## src/rtl/rotating_lane_buffer_pkg.sv

```systemverilog
// +----------------------------------------------------------------------------
// | rotating_lane_buffer_pkg
// | Default geometry shared by the lane buffer and its crossbar.
// | Rev 1.0 - initial release
// +----------------------------------------------------------------------------
`default_nettype none

package rotating_lane_buffer_pkg;

  localparam int RLB_DEFAULT_NUM_DATA   = 4;
  localparam int RLB_DEFAULT_DATA_WIDTH = 8;

endpackage : rotating_lane_buffer_pkg

`default_nettype wire

```

## src/rtl/rotating_lane_buffer_xbar.sv

```systemverilog
// +----------------------------------------------------------------------------
// | rotating_xbar
// | Rotates NUM_DATA slot entries so that output lane j = slot (start + j).
// | Rev 1.0 - initial release
// +----------------------------------------------------------------------------
`default_nettype none

module rotating_xbar
  import rotating_lane_buffer_pkg::*;
#(
  parameter int NUM_DATA   = RLB_DEFAULT_NUM_DATA,
  parameter int DATA_WIDTH = RLB_DEFAULT_DATA_WIDTH
) (
  input  logic [NUM_DATA*DATA_WIDTH-1:0] data_i,
  input  logic [$clog2(NUM_DATA)-1:0]    start_select_i,
  output logic [NUM_DATA*DATA_WIDTH-1:0] data_o
);

  localparam int IDX_W = $clog2(NUM_DATA);

  logic [DATA_WIDTH-1:0] w_slot [NUM_DATA];

  for (genvar s = 0; s < NUM_DATA; s++) begin : g_unpack
    assign w_slot[s] = data_i[s*DATA_WIDTH +: DATA_WIDTH];
  end

  // The IDX_W-bit sum wraps naturally, giving the modulo for free.
  for (genvar j = 0; j < NUM_DATA; j++) begin : g_lane
    logic [IDX_W-1:0] w_sel;
    assign w_sel = start_select_i + IDX_W'(j);
    assign data_o[j*DATA_WIDTH +: DATA_WIDTH] = w_slot[w_sel];
  end

endmodule : rotating_xbar

`default_nettype wire

```

## src/rtl/rotating_lane_buffer.sv

```systemverilog
// +----------------------------------------------------------------------------
// | rotating_lane_buffer
// | Circular buffer presenting held entries oldest-first on NUM_DATA lanes,
// | one push and any number of pops per cycle.
// | Optional: ROTATING_LANE_BUFFER_FLUSH_EN adds flush_i (clears head/count).
// | Rev 1.0 - initial release
// +----------------------------------------------------------------------------
`default_nettype none

module rotating_lane_buffer
  import rotating_lane_buffer_pkg::*;
#(
  parameter int NUM_DATA   = RLB_DEFAULT_NUM_DATA,
  parameter int DATA_WIDTH = RLB_DEFAULT_DATA_WIDTH
) (
  input  logic                             clk_i,
  input  logic                             arst_ni,
`ifdef ROTATING_LANE_BUFFER_FLUSH_EN
  input  logic                             flush_i,
`endif
  input  logic [DATA_WIDTH-1:0]            data_i,
  input  logic                             data_valid_i,
  output logic                             data_ready_o,
  output logic [NUM_DATA*DATA_WIDTH-1:0]   data_o,
  output logic [NUM_DATA-1:0]              data_valid_o,
  input  logic [$clog2(NUM_DATA+1)-1:0]    pop_count_i,
  output logic [$clog2(NUM_DATA+1)-1:0]    count_o
);

  localparam int IDX_W = $clog2(NUM_DATA);
  localparam int CNT_W = $clog2(NUM_DATA + 1);

  typedef logic [IDX_W-1:0] idx_t;
  typedef logic [CNT_W-1:0] cnt_t;

  localparam cnt_t C_FULL = cnt_t'(NUM_DATA);

  idx_t                           r_head;
  cnt_t                           r_count;
  logic                           w_flush;
  logic                           w_push;
  cnt_t                           w_pop_eff;
  idx_t                           w_tail;
  logic [NUM_DATA*DATA_WIDTH-1:0] w_mem_flat;

`ifdef ROTATING_LANE_BUFFER_FLUSH_EN
  assign w_flush = flush_i;
`else
  assign w_flush = 1'b0;
`endif

  // Ready looks only at the registered count, so a pop never frees room
  // for a push in the same cycle.
  assign data_ready_o = (r_count != C_FULL) && !w_flush;
  assign w_push       = data_valid_i && data_ready_o;
  assign w_pop_eff    = (pop_count_i > r_count) ? r_count : pop_count_i;
  assign w_tail       = r_head + r_count[IDX_W-1:0];

  always_ff @(posedge clk_i or negedge arst_ni) begin
    if (!arst_ni) begin
      r_head  <= '0;
      r_count <= '0;
    end else if (w_flush) begin
      r_head  <= '0;
      r_count <= '0;
    end else begin
      r_head  <= r_head + w_pop_eff[IDX_W-1:0];
      r_count <= r_count - w_pop_eff + cnt_t'(w_push);
    end
  end

  // Slots are never cleared on pop; stale contents sit behind data_valid_o.
  for (genvar s = 0; s < NUM_DATA; s++) begin : g_slot
    logic [DATA_WIDTH-1:0] r_slot;

    always_ff @(posedge clk_i or negedge arst_ni) begin
      if (!arst_ni) begin
        r_slot <= '0;
      end else if (w_push && (w_tail == idx_t'(s))) begin
        r_slot <= data_i;
      end
    end

    assign w_mem_flat[s*DATA_WIDTH +: DATA_WIDTH] = r_slot;
    assign data_valid_o[s] = (r_count > cnt_t'(s));
  end

  rotating_xbar #(
    .NUM_DATA   (NUM_DATA),
    .DATA_WIDTH (DATA_WIDTH)
  ) u_xbar (
    .data_i         (w_mem_flat),
    .start_select_i (r_head),
    .data_o         (data_o)
  );

  assign count_o = r_count;

endmodule : rotating_lane_buffer

`default_nettype wire
```

## config.mk

```make
export PLATFORM = sky130hd
export DESIGN_NAME = rotating_lane_buffer
export DESIGN_NICKNAME = d
export VERILOG_FILES = /design/src/rtl/rotating_lane_buffer_pkg.sv /design/src/rtl/rotating_lane_buffer_xbar.sv /design/src/rtl/rotating_lane_buffer.sv
export SDC_FILE = /design/constraint.sdc
export NUM_CORES = 1
export LEC_CHECK = 0
export BUFFER_PORTS_ARGS = -buffer_cell sky130_fd_sc_hd__buf_4
export CAP_MARGIN = 20
export CORE_ASPECT_RATIO = 1.5
export CORE_MARGIN = 5
export CORE_UTILIZATION = 54
export DETAILED_ROUTE_END_ITERATION = 7
export MAX_ROUTING_LAYER = met4
export PLACE_DENSITY = 0.76
export SLEW_MARGIN = 20
export SYNTH_ARGS = -nofsm -noshare
export SYNTH_HDL_FRONTEND = slang
export SYNTH_SLANG_ARGS = --single-unit
export TNS_END_PERCENT = 20
```

## constraint.sdc

```tcl
create_clock -name clk_i -period 3.56 [get_ports clk_i]
set_clock_uncertainty 0.05 [all_clocks]
set_input_delay 0 -clock clk_i [delete_from_list [all_inputs] [get_ports clk_i]]
set_output_delay 0 -clock clk_i [all_outputs]
set_load 0.005 [all_outputs]
```

* Word-level counts from Yosys, hierarchy flattened
Index checks and enable logic that the tools add are counted.
Cells by class: $add $sub $neg 7, magnitude comparators 9, equality and inequality tests 4, multiplexer cells 13, bitwise gates (word level) 4, reductions and logical operators 6
Operators by type and width (count):
- 8-bit binary-select mux with 2-bit select | 4
- 8-bit 2-to-1 mux | 8
- 3-bit greater-or-equal comparator (second input constant) | 4
- 2-bit NOT with 3-bit output | 4
- 3-bit by 1-bit greater-than comparator with 1-bit output (second input constant) | 2
- 3-bit by 2-bit greater-than comparator with 1-bit output (second input constant) | 2
- 1-bit logical AND | 5
- 2-bit adder | 2
- 2-bit adder (second input constant) | 2
- 2-bit == test (second input constant) | 2
- 3-bit by 1-bit adder with 3-bit output | 1
- 3-bit greater-than comparator | 1
- 3-bit 2-to-1 mux | 1
- 3-bit != test (second input constant) | 1
- 3-bit subtractor | 1
- 2-bit by 1-bit adder with 2-bit output (second input constant) | 1
- 2-bit by 1-bit == test with 1-bit output (second input constant) | 1
- 2-bit zero test | 1
Storage, ports and cells: register bits after elaboration 37, bits of input ports 14, output and inout port bits 40

* Logic depth before layout (Yosys ltp)
Gate-level depths: netlist (run 1).
word-level depth 5, depth in mapped cells 11, mapped depth without buffers 11

* Cells and area by module
Synthesis (run 1) repeated with hierarchy kept, for this count alone.
Second synthesis, totals: cell total of the unflattened synthesis 165, area, all modules 2560.0 um2
By module, submodules not included:
- rotating_lane_buffer | times used 1, cells an instance 125, area an instance 1731.7 um2
- rotating_xbar | times used 1, cells an instance 40, area an instance 828.3 um2

* Worst setup path after synthesis (run 1)
Ideal clock, no wire load.
path kind register -> register, start register r_count[1] (netlist: count_o[1]), end register r_count[2] (netlist: count_o[2]), setup time 0.125 ns, data arrival time 2.624 ns, slack 0.761 ns, stages on the path, launching flop included 11, path buffers 0, cells stage by stage dfrtp_1 inv_1 ha_1 nor2b_1 o21a_1 o21ai_0 mux2i_1 ha_1 fa_1 xnor2_1 xnor2_1
On the way: longest elaborated chain between the ends 4, elaborated cells on any way between the ends 6, those cells by class 2 x add/sub; 1 x order compare; 1 x eq/ne; 1 x mux; 1 x reduce/logical
Ends and longest elaborated chain:
- from (decl) | RTL line rotating_lane_buffer.sv:39 | cnt_t r_count;
- from (signal assigned) | RTL line rotating_lane_buffer.sv:68 | r_count <= r_count - w_pop_eff + cnt_t'(w_push);
- 3-bit greater-than comparator | RTL line rotating_lane_buffer.sv:56 | assign w_pop_eff = (pop_count_i > r_count) ? r_count : pop_count_i;
- 3-bit 2-to-1 mux | RTL line rotating_lane_buffer.sv:56
- 3-bit subtractor | RTL line rotating_lane_buffer.sv:68
- 3-bit by 1-bit adder with 3-bit output * | RTL line rotating_lane_buffer.sv:68
Mark *: on every way between the ends. The rest lies on a longest branch, timed or not. A chain may end at the register's enable or synchronous reset.

* Worst setup path after layout (run 1)
Same ends and word-level chain as after synthesis.

==> out/metrics.cfg, run 1 <==
[status]
status = finished clean

[timing]
max_slew_margin_pct = 61.59
min_period_over_period_pct = 86.26
hold_viol = 0
setup_tns_ns = 0
max_freq_mhz = 325.7
drv_slew = 0
finalSetupViolations = 0
rsz0062_at_grt = false
min_period_ns = 3.071
tightest_slew_ns = 0.5761

[final_layout]
layout_common_cells = buf_4, dfrtp_1, mux4_2, mux2_2, dlygate4sd3_1
multi_input_area_sq_um = 1446
area_growth_syn_to_layout_pct = 24.92
drive_above_1_share_pct = 62.44
finalNonFillerCells = 261
utilization_pct = 68.53
antennaDiodeCount = 0
mostFrequentLayoutCell = buf_4
fillers = 317
seq_area_sq_um = 928.4
finalNetCount = 234
finish.instance_area_sq_um = 3035

[setup_path]
crit_path_max_incr_delay_ns = 0.48
cp.required_ns = 3.71
crit_start = count_o[1]
cp_max_fo = 8
critPathLaunchType = register
worstPathArrival_ns = 3.22
end_kind = register
rr_startpoint = count_o[1]
cpMaxStageDelayCell = dfrtp_1
cp_cell_sequence = inv_1 -> ha_1 -> nor2b_1 -> o21a_1 -> o21ai_0 -> mux2i_1 -> ha_1 -> fa_1 -> xnor2_1 -> xnor2_1
critPathKind = reg -> reg

[grt]
grt_start_max_net_pins = 38
track_usage_pct = 20.49
grt_overflow_total = 0
grt_pass1_vias = 1812
antenna_found_initial = 0
grt_pass1_wl_microns = 9114

[clock_tree]
clk_latency_ns = 0.28
postCtsSetupBuffers = 0
cts_resized = 0
cts_tree = yes
numCtsBuffers = 5
cts_sinks = 37
cts.path.max_buffers = 2
clk_pin_slew_ns = 0.06
cts-root-buf = clkbuf_8
htree_levels = 2

[die]
die_x_microns = 64.77
die_area_sq_um = 5969
rows = 30
core-area_sq_um = 4429
die_h_microns = 92.16
initial_core_util_pct = 54.86
design.portCount = 54

[power]
p_per_area_nw_per_um2 = 1227
p_leak_nw = 1.280
vdd_drop_max_mv = 0.7055

[hold_path]
worstHoldPathType = in -> reg
hold_start = pop_count_i[2]

[drt]
top_layer = met4
wl_per_cell_microns = 20.34
ant_nets = 0
dr_wl_met3_microns = 220
wl_met2_microns = 3124
routed_wl_microns = 5310
dr.first_iter.drc_count = 80
num_vias = 1634
drt-met1-wl_microns = 1936
drc_errors = 0
firstDrtPassIters = 4
drt-vias-per-instance = 6.261

[placement]
dpl_cell_area_sq_um = 2859
dp_cells = 245
dp_hpwl_microns = 3912
portBuffers = 53
gp_congestion = 0.7504

[run]
maxCapViolCount = 0

[synthesis]
ys_async_sr_fraction_pct = 100.0
syn-num-nets = 173
netlist_instances = 152
synth.area.mux_share_pct = 44.90
yosysWarningCount = 0
synth_cell_types = 30
synth_top_family_by_area = multiplexers
synth-compound-area-share_pct = 1.493
ys_seq_elements = 37
synthSimpleGateAreaFrac_pct = 5.407
synth_adder_area_share_pct = 3.913
synth_edf_count = 0
avgSynthCellArea_sq_um = 15.99
ys.flop_type = dfrtp_1
synth-seq-area-share_pct = 38.11
synthXorXnorAreaFrac_pct = 3.811
synthesis.area_sq_um = 2430

cell usage after synthesis, types with 2 or more instances:
cell | n | area share [%]
dfrtp_1 | 37 | 38
inv_1 | 3 | 0.46
mux2_2 | 32 | 15
nor3_4 | 2 | 1.3
xnor2_1 | 5 | 1.8
buf_2 | 7 | 1.4
nand2_1 | 4 | 0.62
mux4_2 | 32 | 30
buf_1 | 2 | 0.31
ha_1 | 6 | 3.1
xor2_1 | 3 | 1.1
kinds of logic after synthesis:
group / Yosys count
compound gates: 5
buf+inv: 13
mux: 65
simple gates: 16
fa+ha+maj: 7
flops: 37
xor+xnor: 9
final timing paths:
check,slack (ns),cells after the start,endpoint
min in group asynchronous,0.16,2,g_slot[3].r_slot[5]
max in group asynchronous,2.95,2,r_head[0]
setup / recovery,0.49,10,count_o[2]
hold reg to reg,0.53,1,g_slot[3].r_slot[7]
hold / removal,0.02,4,count_o[2]
setup reg to reg,0.49,10,count_o[2]
stage by stage:
stage	power (mW)	hold slack, ns	worst slack (ns)
floorplan	2.510	-0.3456	0.7612
global placement	3.345	-0.07716	0.6525
detailed placement	3.474	-0.07063	0.5212
CTS	3.783	0.009757	0.4809
global route	4.012	0.01491	0.2343
finish	3.724	0.02492	0.4893
per-layer routing:
metal | vias to the layer above | GRT usage (%)
met5 | - | -
met4 | 0 | 5.291
met3 | 2 | 4.044
met2 | 46 | 36.81
met1 | 859 | 22.92
li1 | 727 | -
worst max-delay path, delay by kind of cell, from the launching register on:
family	cells	cell delay, ns
buffers and inverters	1	0.11
DFF	1	0.48
adders and majority gates	3	1.07
AOI/OAI and AO/OA	2	0.45
xor gates and xnor gates	2	0.34
and+or+nand+nor	1	0.14
muxes	1	0.33
final cells by class:
class,count,area share (%)
Multi-Input combinational cell,102,47.65
Inverter,3,0.3710
Sequential cell,37,30.59
Tap cell,48,1.979
Clock buffer,7,2.844
Timing Repair Buffer,64,16.57
repair_timing:
action,CTS,global route
hold buffers,9,0
endpoints found under the hold margin,69,0
setup endpoints to repair,0,0
flip-flops by register name, summed over array words and instances (netlist names):
| register | count |
|---|---|
| r_head | 2 |
| count_o | 3 |
| g_slot.r_slot | 32 |
where the power goes:
part           switching (mW)  total, mW  internal [mW]
Combinational           0.897       2.46           1.56
Clock                   0.129      0.282          0.153
Sequential              0.322      0.979          0.657
Total                    1.35       3.72           2.38
Power figures use the tool's default switching activity.
==> run 2, diff against run 1 <==
--- a/config.mk
+++ b/config.mk
@@ -5,14 +5,18 @@
 export SDC_FILE = /design/constraint.sdc
 export NUM_CORES = 1
 export LEC_CHECK = 0
+export ABC_AREA = 1
 export BUFFER_PORTS_ARGS = -buffer_cell sky130_fd_sc_hd__buf_4
 export CAP_MARGIN = 20
+export CELL_PAD_IN_SITES_DETAIL_PLACEMENT = 1
+export CELL_PAD_IN_SITES_GLOBAL_PLACEMENT = 2
 export CORE_ASPECT_RATIO = 1.5
 export CORE_MARGIN = 5
-export CORE_UTILIZATION = 54
+export CORE_UTILIZATION = 30
 export DETAILED_ROUTE_END_ITERATION = 7
 export MAX_ROUTING_LAYER = met4
 export PLACE_DENSITY = 0.76
+export SETUP_SLACK_MARGIN = 0.5
 export SLEW_MARGIN = 20
 export SYNTH_ARGS = -nofsm -noshare
 export SYNTH_HDL_FRONTEND = slang
==> run 2 against run 1 <==
  * Die area increased by 74%
  * Critical endpoint unchanged
  * Final cell count increased by 100%
  * Worst setup slack improved by 0.27 ns
  * Maximum frequency increased by 9.5%
  * Largest power group unchanged
  * Total power increased by 8.6%
  * Register-to-register slack improved by 0.27 ns
==> out/metrics.cfg, run 2 <==
[drt]
drc_errors = 0  ; unchanged
firstDrtPassIters = 4  ; unchanged
wl_per_cell_microns = 14.98  ; was 20.34 microns
drt-vias-per-instance = 4.692  ; was 6.261
num_vias = 2449  ; was 1,634
routed_wl_microns = 7819  ; was 5310 microns
ant_nets = 0  ; unchanged
dr.first_iter.drc_count = 62  ; was 80

[timing]
hold-worst-slack_ns = 0.05589  ; was 0.02492 ns
min_period_ns = 2.804  ; was 3.071 ns
max_freq_mhz = 356.7  ; was 325.7 MHz
finalSetupViolations = 0  ; unchanged
drv_slew = 0  ; unchanged
max_slew_margin_pct = 60.27  ; was 61.59%
rsz0062_at_grt = false  ; unchanged
tightest_slew_ns = 0.5960  ; was 0.5761 ns
min_period_over_period_pct = 78.75  ; was 86.26%
setup_tns_ns = 0  ; unchanged
hold_viol = 0  ; unchanged

[clock_tree]
cts-root-buf = clkbuf_16  ; was clkbuf_8
postCtsSetupBuffers = 0  ; unchanged
cts_resized = 0  ; unchanged
cts_sinks = 37  ; unchanged
clk_pin_slew_ns = 0.06  ; about the same
htree_levels = 2  ; unchanged
cts_tree = yes  ; unchanged
clk_latency_ns = 0.28  ; about the same
cts.path.max_buffers = 2  ; unchanged
holdBufCountCts = 9  ; unchanged
numCtsBuffers = 5  ; unchanged

[synthesis]
yosysWarningCount = 0  ; unchanged
ys_async_sr_fraction_pct = 100.0  ; unchanged
synthesis.area_sq_um = 2527  ; was 2430 sq um
synth_cell_types = 28  ; was 30
syn-num-nets = 381  ; was 173
synth_largest_area_cell = dfrtp_1  ; unchanged
ys.flop_type = dfrtp_1  ; unchanged
netlist_instances = 360  ; was 152
synth-seq-area-share_pct = 36.63  ; was 38.11%
ys_seq_elements = 37  ; unchanged
synth_commonest_cells = nand2_1, o21ai_0, inv_1, dfrtp_1, o21ai_1  ; was dfrtp_1, mux2_2, mux4_2, buf_2, ha_1
synth_edf_count = 0  ; unchanged
ys_top_cells_by_area = dfrtp_1, nand2_1, o21ai_0, inv_1, o21ai_1  ; was dfrtp_1, mux4_2, mux2_2, ha_1, xnor2_1
synth.most_common_cell = nand2_1  ; was dfrtp_1
avgSynthCellArea_sq_um = 7.021  ; was 15.99 sq um
synth_top_area_share_pct = 36.63  ; was 38.11%

[placement]
dp_hpwl_microns = 5987  ; was 3912 microns
portBuffers = 53  ; unchanged
gp_congestion = 0.8129  ; was 0.7504

[final_layout]
largest_register_ffs = 32  ; unchanged
seq_area_sq_um = 925.9  ; was 928.4 sq um
layout_common_cells = nand2_1, o21ai_0, buf_4  ; was buf_4, dfrtp_1, mux4_2, mux2_2, dlygate4sd3_1
area_growth_syn_to_layout_pct = 27.48  ; was 24.92%
top_register = g_slot.r_slot  ; unchanged
fillers = 1063  ; was 317
multi_input_area_sq_um = 1295  ; was 1446 sq um
antennaDiodeCount = 0  ; unchanged
drive_above_1_share_pct = 20.48  ; was 62.44%
utilization_pct = 38.77  ; was 68.53%
mostFrequentLayoutCell = nand2_1  ; was buf_4
finalNetCount = 436  ; was 234

[hold_path]
whs_path_depth = 5  ; was 4
worstHoldPathType = in -> reg  ; unchanged

[power]
p_per_area_nw_per_um2 = 1255  ; was 1227 nW/um^2
clkPwrFrac_pct = 10.7  ; was 7.6%
finalPower_mw = 4.045  ; was 3.724 mW
p_int_mw = 2.088  ; was 2.376 mW
seqPwrFrac_pct = 19.7  ; was 26.3%
switching_share_pct = 48.38  ; was 36.20%
p_sw_mw = 1.957  ; was 1.348 mW
p_leak_nw = 1.648  ; was 1.280 nW
vdd_drop_max_mv = 0.5841  ; was 0.7055 mV
comb_power_share_pct = 69.7  ; was 66.1%

[setup_path]
cp_max_fo = 6  ; was 8
cpMaxStageDelayCell = dfrtp_1  ; unchanged
end_kind = register  ; unchanged
crit_path_max_incr_delay_ns = 0.46  ; was 0.48 ns
cp.required_ns = 3.68  ; was 3.71 ns
cp_cell_sequence = inv_1 -> ha_1 -> a21oi_1 -> nand2_1 -> nand2_1 -> nand2_1 -> nand2_1 -> inv_1 -> nand2_1 -> nand2_1 -> ha_1 -> fa_1 -> xnor2_1 -> xor2_1 -> inv_1  ; was inv_1 -> ha_1 -> nor2b_1 -> o21a_1 -> o21ai_0 -> mux2i_1 -> ha_1 -> fa_1 -> xnor2_1 -> xnor2_1
worstPathArrival_ns = 2.92  ; was 3.22 ns
critPathKind = reg -> reg  ; unchanged
crit_path_frequent_cell = nand2_1
critPathLaunchType = register  ; unchanged
r2r_cells = 15  ; was 10

[die]
die_h_microns = 122.4  ; was 92.16 microns
core-area_sq_um = 8310  ; was 4429 sq um
die_x_microns = 84.95  ; was 64.77 microns
die_area_sq_um = 10400  ; was 5969 sq um
rows = 41  ; was 30
design.portCount = 54  ; unchanged
initial_core_util_pct = 30.41  ; was 54.86%

[grt]
grt_pass1_vias = 2496  ; was 1,812
track_usage_pct = 15.99  ; was 20.49%
grt_start_max_net_pins = 68  ; was 38
grt_pass1_wl_microns = 12540  ; was 9114 microns
antenna_found_initial = 0  ; unchanged
grt_overflow_total = 0  ; unchanged

[run]
maxCapViolCount = 0  ; unchanged

[status]
status = finished clean  ; unchanged

## run 2: cell count changes in the layout (fill, tap and decap cells not counted), sizes merged, moves of 15 or more
cell   delta
inv      +52
nor2     +15
mux4     -32
mux2     -32
nand2   +109
o21ai    +88
## run 2: cells by family after synthesis
kind of cell             Yosys count  share of synthesized area [%]
adder cells (fa/ha/maj)            7                          3.762
buffers and inverters             73                          12.43
XOR/XNOR                           6                          2.674
flip-flops                        37                          36.63
AND/OR/NAND/NOR                  139                          23.91
AO/OA/AOI/OAI                     98                          20.59
## run 2: worst paths after layout
path                                startpoint             endpoint  slack, ns
hold reg to reg            g_slot[1].r_slot[4]  g_slot[1].r_slot[4]       0.43
setup / recovery                    count_o[2]           count_o[2]       0.76
setup reg to reg                    count_o[2]           count_o[2]       0.76
min in group asynchronous              arst_ni  g_slot[1].r_slot[3]       0.18
max in group asynchronous              arst_ni  g_slot[0].r_slot[1]       2.92
hold / removal                  pop_count_i[2]           count_o[2]       0.06
## run 2: worst max-delay path, delay by kind of cell (launching register included)
kind | cells | cell delay, ns
adder cells (fa/ha/maj) | 3 | 0.89
AO/OA/AOI/OAI | 1 | 0.14
XOR/XNOR | 2 | 0.38
buffers and inverters | 3 | 0.20
AND/OR/NAND/NOR | 6 | 0.59
flip-flops | 1 | 0.46
## run 2: stage by stage
step	area, sq um	instances	worst slack (ns)
CTS	3222	522	0.7298
floorplan	2527	360	1.027
global route	3222	522	0.5031
finish	3222	522	0.7564
detailed placement	2989	506	0.7751
global placement	2989	506	0.8760
## run 2: cell type report
type                       count  area share, %
tap                          107          4.155
inverter                      55          6.408
multi-input combinational    250          40.19
sequential                    37          28.74
clock buffer                   7          4.427
timing repair buffer          66          16.08
## run 2: power by group through the flow
stage | Clock [mW] | Combinational, mW | Sequential [mW]
finish | 0.432 | 2.82 | 0.795
global route | 0.462 | 3.19 | 0.823
detailed placement | 0 | 2.88 | 0.804
floorplan | 0 | 1.77 | 0.752
CTS | 0.446 | 2.90 | 0.799
global placement | 0 | 2.80 | 0.792
## run 2: routing by layer
metal / vias up / share of wire, % / global-route usage, %
met3: 11 / 4.0 / 2.552
met5: - / 0 / -
li1: 1239 / - / -
met1: 1145 / 41 / 17.47
met2: 54 / 53 / 28.84
met4: 0 / 2.9 / 6.139
==> run 3, diff against run 2 <==
--- a/config.mk
+++ b/config.mk
@@ -5,17 +5,17 @@
 export SDC_FILE = /design/constraint.sdc
 export NUM_CORES = 1
 export LEC_CHECK = 0
-export ABC_AREA = 1
+export ABC_AREA = 0
 export BUFFER_PORTS_ARGS = -buffer_cell sky130_fd_sc_hd__buf_4
 export CAP_MARGIN = 20
 export CELL_PAD_IN_SITES_DETAIL_PLACEMENT = 1
 export CELL_PAD_IN_SITES_GLOBAL_PLACEMENT = 2
 export CORE_ASPECT_RATIO = 1.5
 export CORE_MARGIN = 5
-export CORE_UTILIZATION = 30
+export CORE_UTILIZATION = 34
 export DETAILED_ROUTE_END_ITERATION = 7
 export MAX_ROUTING_LAYER = met4
-export PLACE_DENSITY = 0.76
+export PLACE_DENSITY = 0.71
 export SETUP_SLACK_MARGIN = 0.5
 export SLEW_MARGIN = 20
 export SYNTH_ARGS = -nofsm -noshare
==> constraint.sdc (replaced) <==
create_clock -name clk_i -period 2.4 [get_ports clk_i]
set_clock_uncertainty 0.05 [all_clocks]
set_input_delay 0 -clock clk_i [delete_from_list [all_inputs] [get_ports clk_i]]
set_output_delay 0 -clock clk_i [all_outputs]
set_load 0.005 [all_outputs]
==> run 3 against run 2 <==
  * The flow now finishes with violations (setup timing)
  * Register-to-register slack got worse by 0.95 ns
  * Non-clock buffer count rose by 15
  * Clock power barely moved
  * Final cell count decreased by 41%
  * Global-route usage up 0.34 points
  * Sequential cell count did not move
  * Utilization grew 11 points
  * Critical path type unchanged
==> out/metrics.cfg, run 3 (synthesis gave the netlist of run 1 again) <==
[status]
status = finished, violations left  ; was finished clean
violations = setup timing

[setup_path]
critPathKind = reg -> reg  ; unchanged
end_kind = register  ; unchanged
rr_startpoint = count_o[1]  ; was count_o[2]
critPathLaunchType = register  ; unchanged
crit_start = count_o[1]  ; was count_o[2]
cp.required_ns = 2.56  ; was 3.68 ns
cp_max_fo = 3  ; was 6
worstPathArrival_ns = 2.75  ; was 2.92 ns

[drt]
firstDrtPassIters = 4  ; unchanged
dr.first_iter.drc_count = 55  ; was 62
routed_wl_microns = 6586  ; was 7819 microns
num_vias = 1758  ; was 2,449
wl_per_cell_microns = 21.38  ; was 14.98 microns
drc_errors = 0  ; unchanged
drt-vias-per-instance = 5.708  ; was 4.692
ant_nets = 0  ; unchanged

[clock_tree]
numCtsBuffers = 5  ; unchanged
htree_levels = 2  ; unchanged
cts_sinks = 37  ; unchanged
clk_pin_slew_ns = 0.07  ; was 0.06 ns
cts.path.max_buffers = 2  ; unchanged
cts-root-buf = clkbuf_8  ; was clkbuf_16
cts_tree = yes  ; unchanged
clk_latency_ns = 0.29  ; was 0.28 ns

[die]
initial_core_util_pct = 35.23  ; was 30.41%
design.portCount = 54  ; unchanged
die_area_sq_um = 8972  ; was 10,400 sq um
die_h_microns = 113.5  ; was 122.4 microns
core-area_sq_um = 6898  ; was 8310 sq um
rows = 37  ; was 41
die_x_microns = 79.03  ; was 84.95 microns

[final_layout]
top_register = g_slot.r_slot  ; unchanged
finish.instance_area_sq_um = 3440  ; was 3222 sq um
mostFrequentLayoutCell = buf_4  ; was nand2_1
layout_common_cells = buf_4, dfrtp_1, mux4_2  ; was nand2_1, o21ai_0, buf_4
antennaDiodeCount = 0  ; unchanged
finalNetCount = 251  ; was 436
area_growth_syn_to_layout_pct = 41.56  ; was 27.48%
drive_above_1_share_pct = 70.87  ; was 20.48%
utilization_pct = 49.86  ; was 38.77%
largest_register_ffs = 32  ; unchanged

[grt]
antenna_found_initial = 0  ; unchanged
grt_overflow_total = 0  ; unchanged
grt_start_max_net_pins = 38  ; was 68
track_usage_pct = 16.33  ; was 15.99%
grt_pass1_vias = 2025  ; was 2,496
grt_pass1_wl_microns = 10980  ; was 12,540 microns

[run]
maxCapViolCount = 0  ; unchanged

[timing]
max_slew_margin_pct = 67.20  ; was 60.27%
finalSetupViolations = 2  ; was 0
max_freq_mhz = 386.1  ; was 356.7 MHz
min_period_ns = 2.590  ; was 2.804 ns
tightest_slew_ns = 0.4920  ; was 0.5960 ns
min_period_over_period_pct = 107.9  ; was 78.75%
setup_ws_ns = -0.1897  ; was 0.7564 ns
drv_slew = 0  ; unchanged
hold_viol = 0  ; unchanged
rsz0062_at_grt = true  ; was false

[placement]
dpl_cell_area_sq_um = 2994  ; was 2989 sq um
portBuffers = 53  ; unchanged
dp_hpwl_microns = 4707  ; was 5987 microns
dp_slack_ns = -0.2067  ; was 0.7751 ns
gp_congestion = 0.8143  ; was 0.8129

[power]
p_leak_nw = 1.484  ; was 1.648 nW
p_per_area_nw_per_um2 = 1907  ; was 1255 nW/um^2
vdd_drop_max_mv = 0.9041  ; was 0.5841 mV

[hold_path]
worstHoldPathType = in -> async  ; was in -> reg

==> run 3: cell types whose count changed in the layout (fill, tap and decap cells not counted), sizes merged, moves of 3 or more <==
cell,previous run,this run
mux2,0,32
nor2,15,0
nand2,114,5
nand4,0,3
inv,55,3
nand3,10,1
mux4,0,32
o21ai,89,1
a21oi,9,0
buf,57,71
xnor2,2,5
==> run 3: worst paths after layout <==
path | end | slack (ns) | depth (start not counted)
worst max-delay path | count_o[2] | -0.19 | 11
worst min-delay path | g_slot[0].r_slot[4] | 0.18 | 2
worst max register to register | count_o[2] | -0.19 | 11
worst min register to register | g_slot[3].r_slot[4] | 0.53 | 1
max in group asynchronous | r_head[0] | 1.76 | 2
min in group clk_i | g_slot[1].r_slot[7] | 0.24 | 4
==> run 3: area by class of cell <==
class,instances,area (sq um)
inverters,3,11.26
multi-input cells,102,1627
flip-flops and latches,37,929.6
fillers,675,3458
well taps,78,97.59
repair buffers,81,688.2
clock buffers,7,86.33
==> run 3: where the power goes <==
part / switching (mW) / internal, mW / total, mW
Clock: 0.208 / 0.228 / 0.435
Sequential: 0.412 / 0.978 / 1.39
Combinational: 1.78 / 2.96 / 4.74
Total: 2.39 / 4.17 / 6.56
==> run 3: metrics by stage <==
step	setup TNS [ns]	hold slack, ns	total power [mW]	std cells
global route	-0.4253	0.2304	7.000	308
detailed placement	-0.2566	-0.05462	5.507	285
finish	-0.2791	0.1764	6.560	308
floorplan	-0.1765	-0.3456	3.766	152
CTS	-0.2275	0.1836	6.390	306
global placement	-0.09630	-0.06934	5.261	285
==> run 3: metal layers <==
metal / wire length [microns] / global-route usage (%) / vias up
met3: 268 / 3.002 / 14
met1: 2503 / 18.68 / 925
met5: 0 / - / -
li1: - / - / 759
met2: 3634 / 27.95 / 60
met4: 180 / 6.766 / 0
==> run 3: repair_timing <==
action                                  in CTS  in global routing
resized for setup                           30                 11
pin swaps                                    8                  5
setup buffers                                4                  2
endpoints found under the setup margin      69                 40
endpoints found under the hold margin       70                  0
hold buffers                                10                  0
==> run 3: worst max-delay path, stage by stage (launching register included) <==
cell	delay, ns
dfrtp_2	0.41
inv_2	0.07
ha_4	0.19
nor2b_4	0.12
o21a_1	0.20
o31a_1	0.29
and2_4	0.18
xor2_1	0.16
ha_2	0.18
fa_2	0.34
xnor2_1	0.18
xnor2_1	0.14
